[src/rtl/video_pkg.sv]
// Shared types and constants for the video test-pattern / monitor path.
package video_pkg;

  typedef enum logic {WAIT_SOF, IN_FRAME} mon_state_t;

  localparam logic [23:0] GRN = 24'h00ff00;
  localparam logic [23:0] RED = 24'hff0000;
  localparam logic [23:0] BLU = 24'h0000ff;
  localparam logic [23:0] BLK = 24'h000000;

  localparam int SCRW = 1920;
  localparam int SCRH = 1080;

endpackage

[src/rtl/axis_skid_buf.sv]
// Two-entry AXI-Stream register slice: fully registered ready, one-cycle latency.
module axis_skid_buf #(
  parameter int W = 26
) (
  input  logic         clk,
  input  logic         rst,
  input  logic [W-1:0] s_data,
  input  logic         s_valid,
  output logic         s_ready,
  output logic [W-1:0] m_data,
  output logic         m_valid,
  input  logic         m_ready
);

  logic [W-1:0] skid;

  // s_ready low means the skid entry holds a beat, which implies m_valid is high.
  always_ff @(posedge clk) begin
    if (rst) begin
      m_valid <= 1'b0;
      m_data  <= '0;
      skid    <= '0;
      s_ready <= 1'b1;
    end else if (s_ready) begin
      if (!m_valid || m_ready) begin
        m_valid <= s_valid;
        if (s_valid) m_data <= s_data;
      end else if (s_valid) begin
        skid    <= s_data;
        s_ready <= 1'b0;
      end
    end else if (m_ready) begin
      m_data  <= skid;
      s_ready <= 1'b1;
    end
  end

endmodule

[src/rtl/video_axis_monitor.sv]
// Inline AXI-Stream video checker: forwards pixels through a skid buffer and
// measures line width, frame height and frame count against expected geometry.
module video_axis_monitor
  import video_pkg::*;
#(
  parameter int DATAW = 24,
  parameter int CNTW  = 13,
  parameter int FCW   = 16
) (
  input  logic             clk,
  input  logic             rst,
  input  logic [DATAW-1:0] s_axis_tdata,
  input  logic             s_axis_tvalid,
  output logic             s_axis_tready,
  input  logic             s_axis_tuser,
  input  logic             s_axis_tlast,
  output logic [DATAW-1:0] m_axis_tdata,
  output logic             m_axis_tvalid,
  input  logic             m_axis_tready,
  output logic             m_axis_tuser,
  output logic             m_axis_tlast,
  input  logic [CNTW-1:0]  exp_width,
  input  logic [CNTW-1:0]  exp_height,
  input  logic             clr_err,
  output logic [CNTW-1:0]  meas_width,
  output logic [CNTW-1:0]  meas_height,
  output logic [FCW-1:0]   frame_cnt,
  output logic             err_eol_early,
  output logic             err_eol_late,
  output logic             err_sof_pos,
  output logic             err_height,
  output logic             locked
);

  localparam logic [CNTW-1:0] ONES = '1;

  axis_skid_buf #(.W(DATAW+2)) u_skid (
    .clk     (clk),
    .rst     (rst),
    .s_data  ({s_axis_tuser, s_axis_tlast, s_axis_tdata}),
    .s_valid (s_axis_tvalid),
    .s_ready (s_axis_tready),
    .m_data  ({m_axis_tuser, m_axis_tlast, m_axis_tdata}),
    .m_valid (m_axis_tvalid),
    .m_ready (m_axis_tready)
  );

  mon_state_t      state, state_nxt;
  logic            hs;
  logic [CNTW-1:0] px_cnt, ln_cnt;
  logic [CNTW-1:0] px_base, px_inc, ln_base, ln_inc;
  logic            close_ev, early_ev, late_ev, sof_pos_ev, height_ev, err_ev;
  logic            frame_err, one_clean;

  assign hs = s_axis_tvalid & s_axis_tready;

  always_ff @(posedge clk) begin
    if (rst) state <= WAIT_SOF;
    else     state <= state_nxt;
  end

  always_comb begin
    state_nxt = state;
    if (hs && s_axis_tuser) state_nxt = IN_FRAME;
  end

  // A tuser beat always starts a fresh line, so its position counts from zero.
  always_comb begin
    px_base    = (state == IN_FRAME && !s_axis_tuser) ? px_cnt : '0;
    ln_base    = s_axis_tuser ? '0 : ln_cnt;
    px_inc     = (px_base == ONES) ? px_base : px_base + 1'b1;
    ln_inc     = (ln_base == ONES) ? ln_base : ln_base + 1'b1;
    close_ev   = 1'b0;
    early_ev   = 1'b0;
    late_ev    = 1'b0;
    sof_pos_ev = 1'b0;
    height_ev  = 1'b0;
    if (hs && state == IN_FRAME) begin
      sof_pos_ev = s_axis_tuser && (px_cnt != '0);
      close_ev   = s_axis_tuser && (px_cnt == '0);
      height_ev  = close_ev && (ln_cnt != exp_height);
      early_ev   = s_axis_tlast && (px_inc < exp_width);
      late_ev    = !s_axis_tlast && (px_inc == exp_width);
    end
    err_ev = early_ev | late_ev | sof_pos_ev | height_ev;
  end

  always_ff @(posedge clk) begin
    if (rst) begin
      px_cnt        <= '0;
      ln_cnt        <= '0;
      meas_width    <= '0;
      meas_height   <= '0;
      frame_cnt     <= '0;
      err_eol_early <= 1'b0;
      err_eol_late  <= 1'b0;
      err_sof_pos   <= 1'b0;
      err_height    <= 1'b0;
      frame_err     <= 1'b0;
      one_clean     <= 1'b0;
      locked        <= 1'b0;
    end else begin
      err_eol_early <= (err_eol_early & ~clr_err) | early_ev;
      err_eol_late  <= (err_eol_late  & ~clr_err) | late_ev;
      err_sof_pos   <= (err_sof_pos   & ~clr_err) | sof_pos_ev;
      err_height    <= (err_height    & ~clr_err) | height_ev;

      if (hs) begin
        if (state == WAIT_SOF) begin
          if (s_axis_tuser) begin
            px_cnt <= s_axis_tlast ? '0 : CNTW'(1);
            ln_cnt <= '0;
          end
        end else begin
          // A misplaced SOF only restarts the measurement; it does not close a frame.
          if (close_ev) begin
            meas_height <= ln_cnt;
            frame_cnt   <= frame_cnt + 1'b1;
          end
          if (s_axis_tlast) begin
            meas_width <= px_inc;
            px_cnt     <= '0;
            ln_cnt     <= ln_inc;
          end else begin
            px_cnt <= px_inc;
            ln_cnt <= ln_base;
          end
        end
      end

      // Errors on the EOL half of a tuser+tlast beat belong to the new frame.
      if (hs && s_axis_tuser) frame_err <= early_ev;
      else                    frame_err <= frame_err | err_ev;

      if (err_ev) begin
        one_clean <= 1'b0;
        locked    <= 1'b0;
      end else if (close_ev) begin
        if (frame_err)      one_clean <= 1'b0;
        else if (one_clean) locked    <= 1'b1;
        else                one_clean <= 1'b1;
      end
    end
  end

endmodule

[config.mk]
export PLATFORM = sky130hd
export DESIGN_NAME = video_axis_monitor
export DESIGN_NICKNAME = d
export VERILOG_FILES = /design/src/rtl/video_pkg.sv /design/src/rtl/axis_skid_buf.sv /design/src/rtl/video_axis_monitor.sv
export SDC_FILE = /design/constraint.sdc
export NUM_CORES = 1
export LEC_CHECK = 0
export CAP_MARGIN = 5
export CORE_MARGIN = 2
export CORE_UTILIZATION = 42
export DETAILED_ROUTE_END_ITERATION = 16
export PLACE_DENSITY = 0.73
export SYNTH_ARGS = -nofsm -noshare
export SYNTH_HDL_FRONTEND = slang
export SYNTH_SLANG_ARGS = --single-unit
[constraint.sdc]
create_clock -name clk -period 4.9 [get_ports clk]
set_input_delay 0.98 -clock clk [delete_from_list [all_inputs] [get_ports clk]]
set_output_delay 0.98 -clock clk [all_outputs]
set_load 0.005 [all_outputs]
== Word-level counts from Yosys, hierarchy flattened ==
Index checks and enable logic that the tools add are counted.

* Register bits: 130
* Bits in latches: 0
* Bits in writable memories: 0
* ROM bits: 0
* Word-level logic and storage cells: 92
* Memories kept: 0

* Add/subtract/negate cells: 3
* Multipliers: 0
* Div/mod/pow operators: 0
* $lt $le $gt $ge: 1
* Equality and inequality tests: 6
* Shift operators: 0
* Mux-type cells: 25
* Bitwise gates (word level): 16
* Reduce and logical (&&, ||, !) cells: 24

{| class="wikitable"
|+ Operator list
! kind !! number
|-
| $mux 13 || 9
|-
| $mux 26 || 4
|-
| $add 13x1->13 const B || 2
|-
| $eq 13x13->1 const B || 2
|-
| $add 16x1->16 const B || 1
|-
| $reduce_and 3->1 || 5
|-
| $eq 13x13->1 || 1
|-
| $logic_not 13->1 || 1
|-
| $lt 13x13->1 || 1
|-
| $ne 13x13->1 || 1
|-
| $reduce_bool 13->1 || 1
|-
| $mux 1 || 12
|-
| $logic_and 1x1->1 || 8
|-
| $or 1x1->1 || 8
|-
| $and 1x1->1 || 5
|-
| $ne 2x2->1 const B || 2
|-
| $reduce_and 2->1 || 2
|-
| $reduce_bool 2->1 || 2
|-
| $logic_not 1->1 || 3
|-
| $not 1->1 || 3
|-
| $reduce_or 2->1 || 1
|-
| $logic_or 1x1->1 || 1
|}

== Longest topological paths before layout ==
* Depth in word-level cells: 13
* Gate-level depth with buffers: 18
* Depth with buffers taken out: 14

== Hierarchy ==
From an unflattened synthesis, not the netlist that was laid out.

* Cells, all modules: 812
* Area total of the unflattened synthesis: 6,846.6 um^2

{| class="wikitable"
|+ By module, submodules not included
! module !! times used !! cells each !! area an instance (um^2) !! sequential area each (um^2)
|-
| video_axis_monitor || 1 || 546 || 4,419.2 || 1,521.5
|-
| axis_skid_buf || 1 || 266 || 2,427.3 || 1,081.0
|}

== Worst setup path before layout ==
No wires, ideal clock.

* Path type: input -> register
* From: input s_axis_tuser
* To: register locked
* Arrival: 4.325 ns
* Path slack: 0.454 ns
* Cell stages on the path: 17
* Cell sequence: and2b_1 > buf_6 > clkbuf_1 > and2_1 > ha_1 > nand3_2 > or2_0 > buf_6 > or3_4 > buf_6 > mux2_4 > ha_1 > and4_1 > nor2b_1 > o31a_1 > or2_2 > nor4b_1

* Longest elaborated chain between the ends: 12
* Elaborated cells on any way between the ends: 23

{| class="wikitable"
|+ Ends and longest elaborated chain
! what !! RTL line !! source
|-
| start, declared || video_axis_monitor.sv:15 || <nowiki>input logic s_axis_tuser,</nowiki>
|-
| $logic_not 1->1 * || video_axis_monitor.sv:69 || <nowiki>px_base = (state == IN_FRAME && !s_axis_tuser) ? px_cnt : '0;</nowiki>
|-
| $logic_and 1x1->1 * || video_axis_monitor.sv:69 ||
|-
| $mux 13 * || video_axis_monitor.sv:69 ||
|-
| $add 13x1->13 or $eq 13x13->1 (tied branches) || video_axis_monitor.sv:71 || <nowiki>px_inc = (px_base == ONES) ? px_base : px_base + 1'b1;</nowiki>
|-
| $mux 13 * || video_axis_monitor.sv:71 ||
|-
| net px_inc[1] || video_axis_monitor.sv:51 || <nowiki>logic [CNTW-1:0] px_base, px_inc, ln_base, ln_inc;</nowiki>
|-
| $lt 13x13->1 or $eq 13x13->1 (tied branches) || video_axis_monitor.sv:82, video_axis_monitor.sv:83 ||
|-
| $logic_and 1x1->1, on equally long branches || video_axis_monitor.sv:82, video_axis_monitor.sv:83 ||
|-
| $mux 1 || video_axis_monitor.sv:78 || <nowiki>if (hs && state == IN_FRAME) begin</nowiki>
|-
| $or 1x1->1 * (3 in a row) || video_axis_monitor.sv:85 || <nowiki>err_ev = early_ev | late_ev | sof_pos_ev | height_ev;</nowiki>
|-
| $reduce_or 2->1 (no source line) * || n/a ||
|-
| end signal, assigned || video_axis_monitor.sv:101 || <nowiki>locked <= 1'b0;</nowiki>
|-
| end signal, assigned || video_axis_monitor.sv:137 || <nowiki>locked <= 1'b0;</nowiki>
|-
| end signal, assigned || video_axis_monitor.sv:140 || <nowiki>else if (one_clean) locked <= 1'b1;</nowiki>
|-
| end, declared || video_axis_monitor.sv:32 || <nowiki>output logic locked</nowiki>
|}

Mark *: on every way through the listed nets, which the timed path passes. The rest lies on a longest branch.
A chain may end at the register's enable or synchronous reset.

== Worst setup path in the final report ==
Same ends and word-level chain as after synthesis.

==> results.yml <==
outcome:
  status: "finished, final reports clean"
floorplanning:
  rows: 45
  core-area_um2: 15200
  boundaryPins: 132
  die_area_um2: 16600
  initial_core_util: 0.429
  die_w_um: 129
  dieHeight_um: 129
yosys:
  syn_inst: 799
  synth_edf_count: 0
  synth_xor_xnor_area_share: 0.0550
  synth-main-ff-cell: "dfxtp_1"
  synthArstFlopShare: 0
  synth_compound_area_frac: 0.140
  synth_top_family_by_area: "simple AND/OR/NAND/NOR gates"
  yosys.cell_types.count: 61
  netlist_area_um2: 6530
  ys_ff_latch: 130
  synthSimpleGateAreaFrac: 0.280
  synth_warnings: 0
  syn-num-nets: 872
  syn_avg_cell_area_um2: 8.17
  ys_seq_area_frac: 0.399
  muxShareOfSynthArea: 0.0439
  synth_adder_area_share: 0.0307
critical_path:
  r2r_start: "state"
  start_kind: "primary input"
  rrSetupSlack_ns: 1.34
  crit-reg2reg-capture: "locked"
  r2r_cells: 14
  arrival_ns: 4.66
  critPathRequiredTime_ns: 5.21
  critPathMaxFanout: 7
  crit_type: "in2reg"
  end_kind: "register"
layout:
  seqCellArea_um2: 2600
  multi_input_area_um2: 3600
  syn_to_final_growth_pct: 31.1
  diodes: 0
  drive_gt1_frac: 0.0740
  nFillCells: 1376
  nets: 979
  final_common_cell: "nand2_1"
  final_cell_mix: "131 x nand2_1, 130 x clkdlybuf4s50_1, 129 x dfxtp_1"
cts:
  cts_buffers: 17
  post_cts_resized: 0
  cts_tree: "done"
  cts_root_buf: "clkbuf_16"
  clock_sinks: 130
  postCtsSetupBuffers: 0
  cts-htree-levels: 4
  cts_max_path_buffers: 2
  clk_pin_slew_ns: 0.06
  ctsHoldBuffers: 0
  clk_latency_ns: 0.42
global_routing:
  grt-ovfl-total: 0
  grt_pass1_vias: 5504
  grt_max_degree: 111
  grt_pass1_wl_um: 27100
  track_usage: 0.203
  antenna_found_initial: 0
timing:
  fin_skew_ns: 0.00934
  max_freq_mhz: 230
  finalSetupTns_ns: 0
  setup_viol: 0
  relSlewSlack: 0.265
  slew_violations: 0
  rsz0062_at_grt: "false"
  hold_violations: 0
  worst_pin_slew_ns: 1.10
  timing.final.crit_share: 0.888
  min_period_ns: 4.35
placed_design:
  io_buffers: 131
  dp_hpwl_um: 11400
  gp_congestion: 0.918
power_and_ir_drop:
  p_comb_frac: 0.089
  p_sw_frac: 0.238
  power_switching_w: 0.000640
  p_total_w: 0.00269
  power_density_nw_per_um2: 314
  p_int_w: 0.00205
  seqPwrFrac: 0.412
  leakage_nw: 3.20
  vdd_drop_max_mv: 0.270
  p_clk_frac: 0.499
detailed_routing:
  drcViolationCount: 0
  wl_um: 16700
  wl_per_cell_um: 15.1
  vias_per_cell: 5.43
  detail-route-antenna-nets: 0
  drtIter0Drc: 362
  drt_first_pass_iters: 4
  vias: 6016
worst_hold_path:
  worstHoldPathCells: 2
  hold_class: "reg2reg"
  hp-start: "u_skid.skid[19]"
  whs_endpoint: "u_skid.skid[19]"
job:
  maxCapViolCount: 0
-- metrics by stage --
stage	instances	util	setup slack [ns]	cell area, um^2	hold slack (ns)
floorplan	799	-	0.454	6530	0.436
CTS	1107	0.563	0.584	8560	0.454
detailed placement	1075	0.522	0.243	7930	0.446
global placement	1075	0.522	0.303	7930	0.441
finish	1107	0.563	0.551	8560	0.452
global route	1107	0.563	0.303	8560	0.471
-- cell type report --
type / instances / share of cell area
Tap cell: 188 / 0.0275
Inverter: 18 / 0.00789
Multi-Input combinational cell: 593 / 0.421
Clock inverter: 13 / 0.0203
Timing Repair Buffer: 146 / 0.166
Sequential cell: 130 / 0.304
Clock buffer: 19 / 0.0529
-- critical path: stages --
cell,delay [ns]
clkdlybuf4s50_1,0.46
and2b_1,0.31
and2_1,0.17
ha_1,0.24
nand3_2,0.11
or2_0,0.25
buf_4,0.18
o31a_1,0.31
o21a_1,0.21
ha_1,0.29
nand4_1,0.12
nor3_1,0.39
o31a_1,0.23
or2_2,0.14
nor4b_1,0.27
-- cells by family (layout without fill, tap and decap cells) --
kind of cell	after synthesis	count (layout)
simple gates	364	364
compound gates	144	144
flops	130	130
buf+inv	76	196
xor+xnor	41	41
mux	28	28
fa+ha+maj	16	16
-- power by group through the flow --
stage                     Clock, W  Sequential [W]  Combinational, W
after floorplan                  0         0.00113          0.000116
after global placement           0         0.00113          0.000236
after detailed placement         0         0.00113          0.000238
after CTS                  0.00137         0.00111          0.000240
after global routing       0.00141         0.00111          0.000260
final                      0.00134         0.00111          0.000238
-- metal layers --
| layer | part of all wire | GRT usage |
|---|---|---|
| met3 | 0.071 | 0.0628 |
| met5 | 0 | 0 |
| met4 | 0.017 | 0.0716 |
| met1 | 0.48 | 0.273 |
| met2 | 0.43 | 0.308 |
-- sequential cells by signal, summed over array words and instances, names as in the netlist, 13 cells and up --
signal         flops
u_skid.skid       26
ln_cnt            13
meas_height       13
px_cnt            13
meas_width        13
frame_cnt         16
u_skid.m_data     26
-- cells in the mapped netlist (5+ instances only) --
library cell,n,area share
and2_1,7,0.0067
nand4b_1,8,0.011
ha_1,16,0.031
mux2i_1,26,0.040
nand4_1,15,0.014
nor2_1,77,0.044
nor4_1,6,0.0057
a21oi_1,67,0.051
dfxtp_1,130,0.40
a21o_1,5,0.0057
nor2b_1,7,0.0067
xor2_1,19,0.025
o211ai_1,9,0.010
nor3_1,24,0.018
o21ai_0,7,0.0054
a211oi_1,26,0.030
clkbuf_1,41,0.024
and4_1,10,0.013
buf_2,12,0.0092
xnor2_1,22,0.030
nand3b_1,13,0.015
a31oi_1,7,0.0067
nand2_1,131,0.075
and3_1,7,0.0067
nand3_1,26,0.020
inv_1,18,0.010
-- worst max path at each step --
stage / startpoint / end / slack [ns] / depth (start not counted)
2_1_floorplan: s_axis_tuser / locked / 0.45 / 17
3_3_place_gp: s_axis_tuser / locked / 0.30 / 14
3_5_place_dp: s_axis_tuser / locked / 0.24 / 14
4_1_cts: s_axis_tuser / locked / 0.58 / 15
5_1_grt: s_axis_tuser / locked / 0.30 / 16
6_report: s_axis_tuser / locked / 0.55 / 15
No activity file was read; power rests on OpenSTA's default activity.
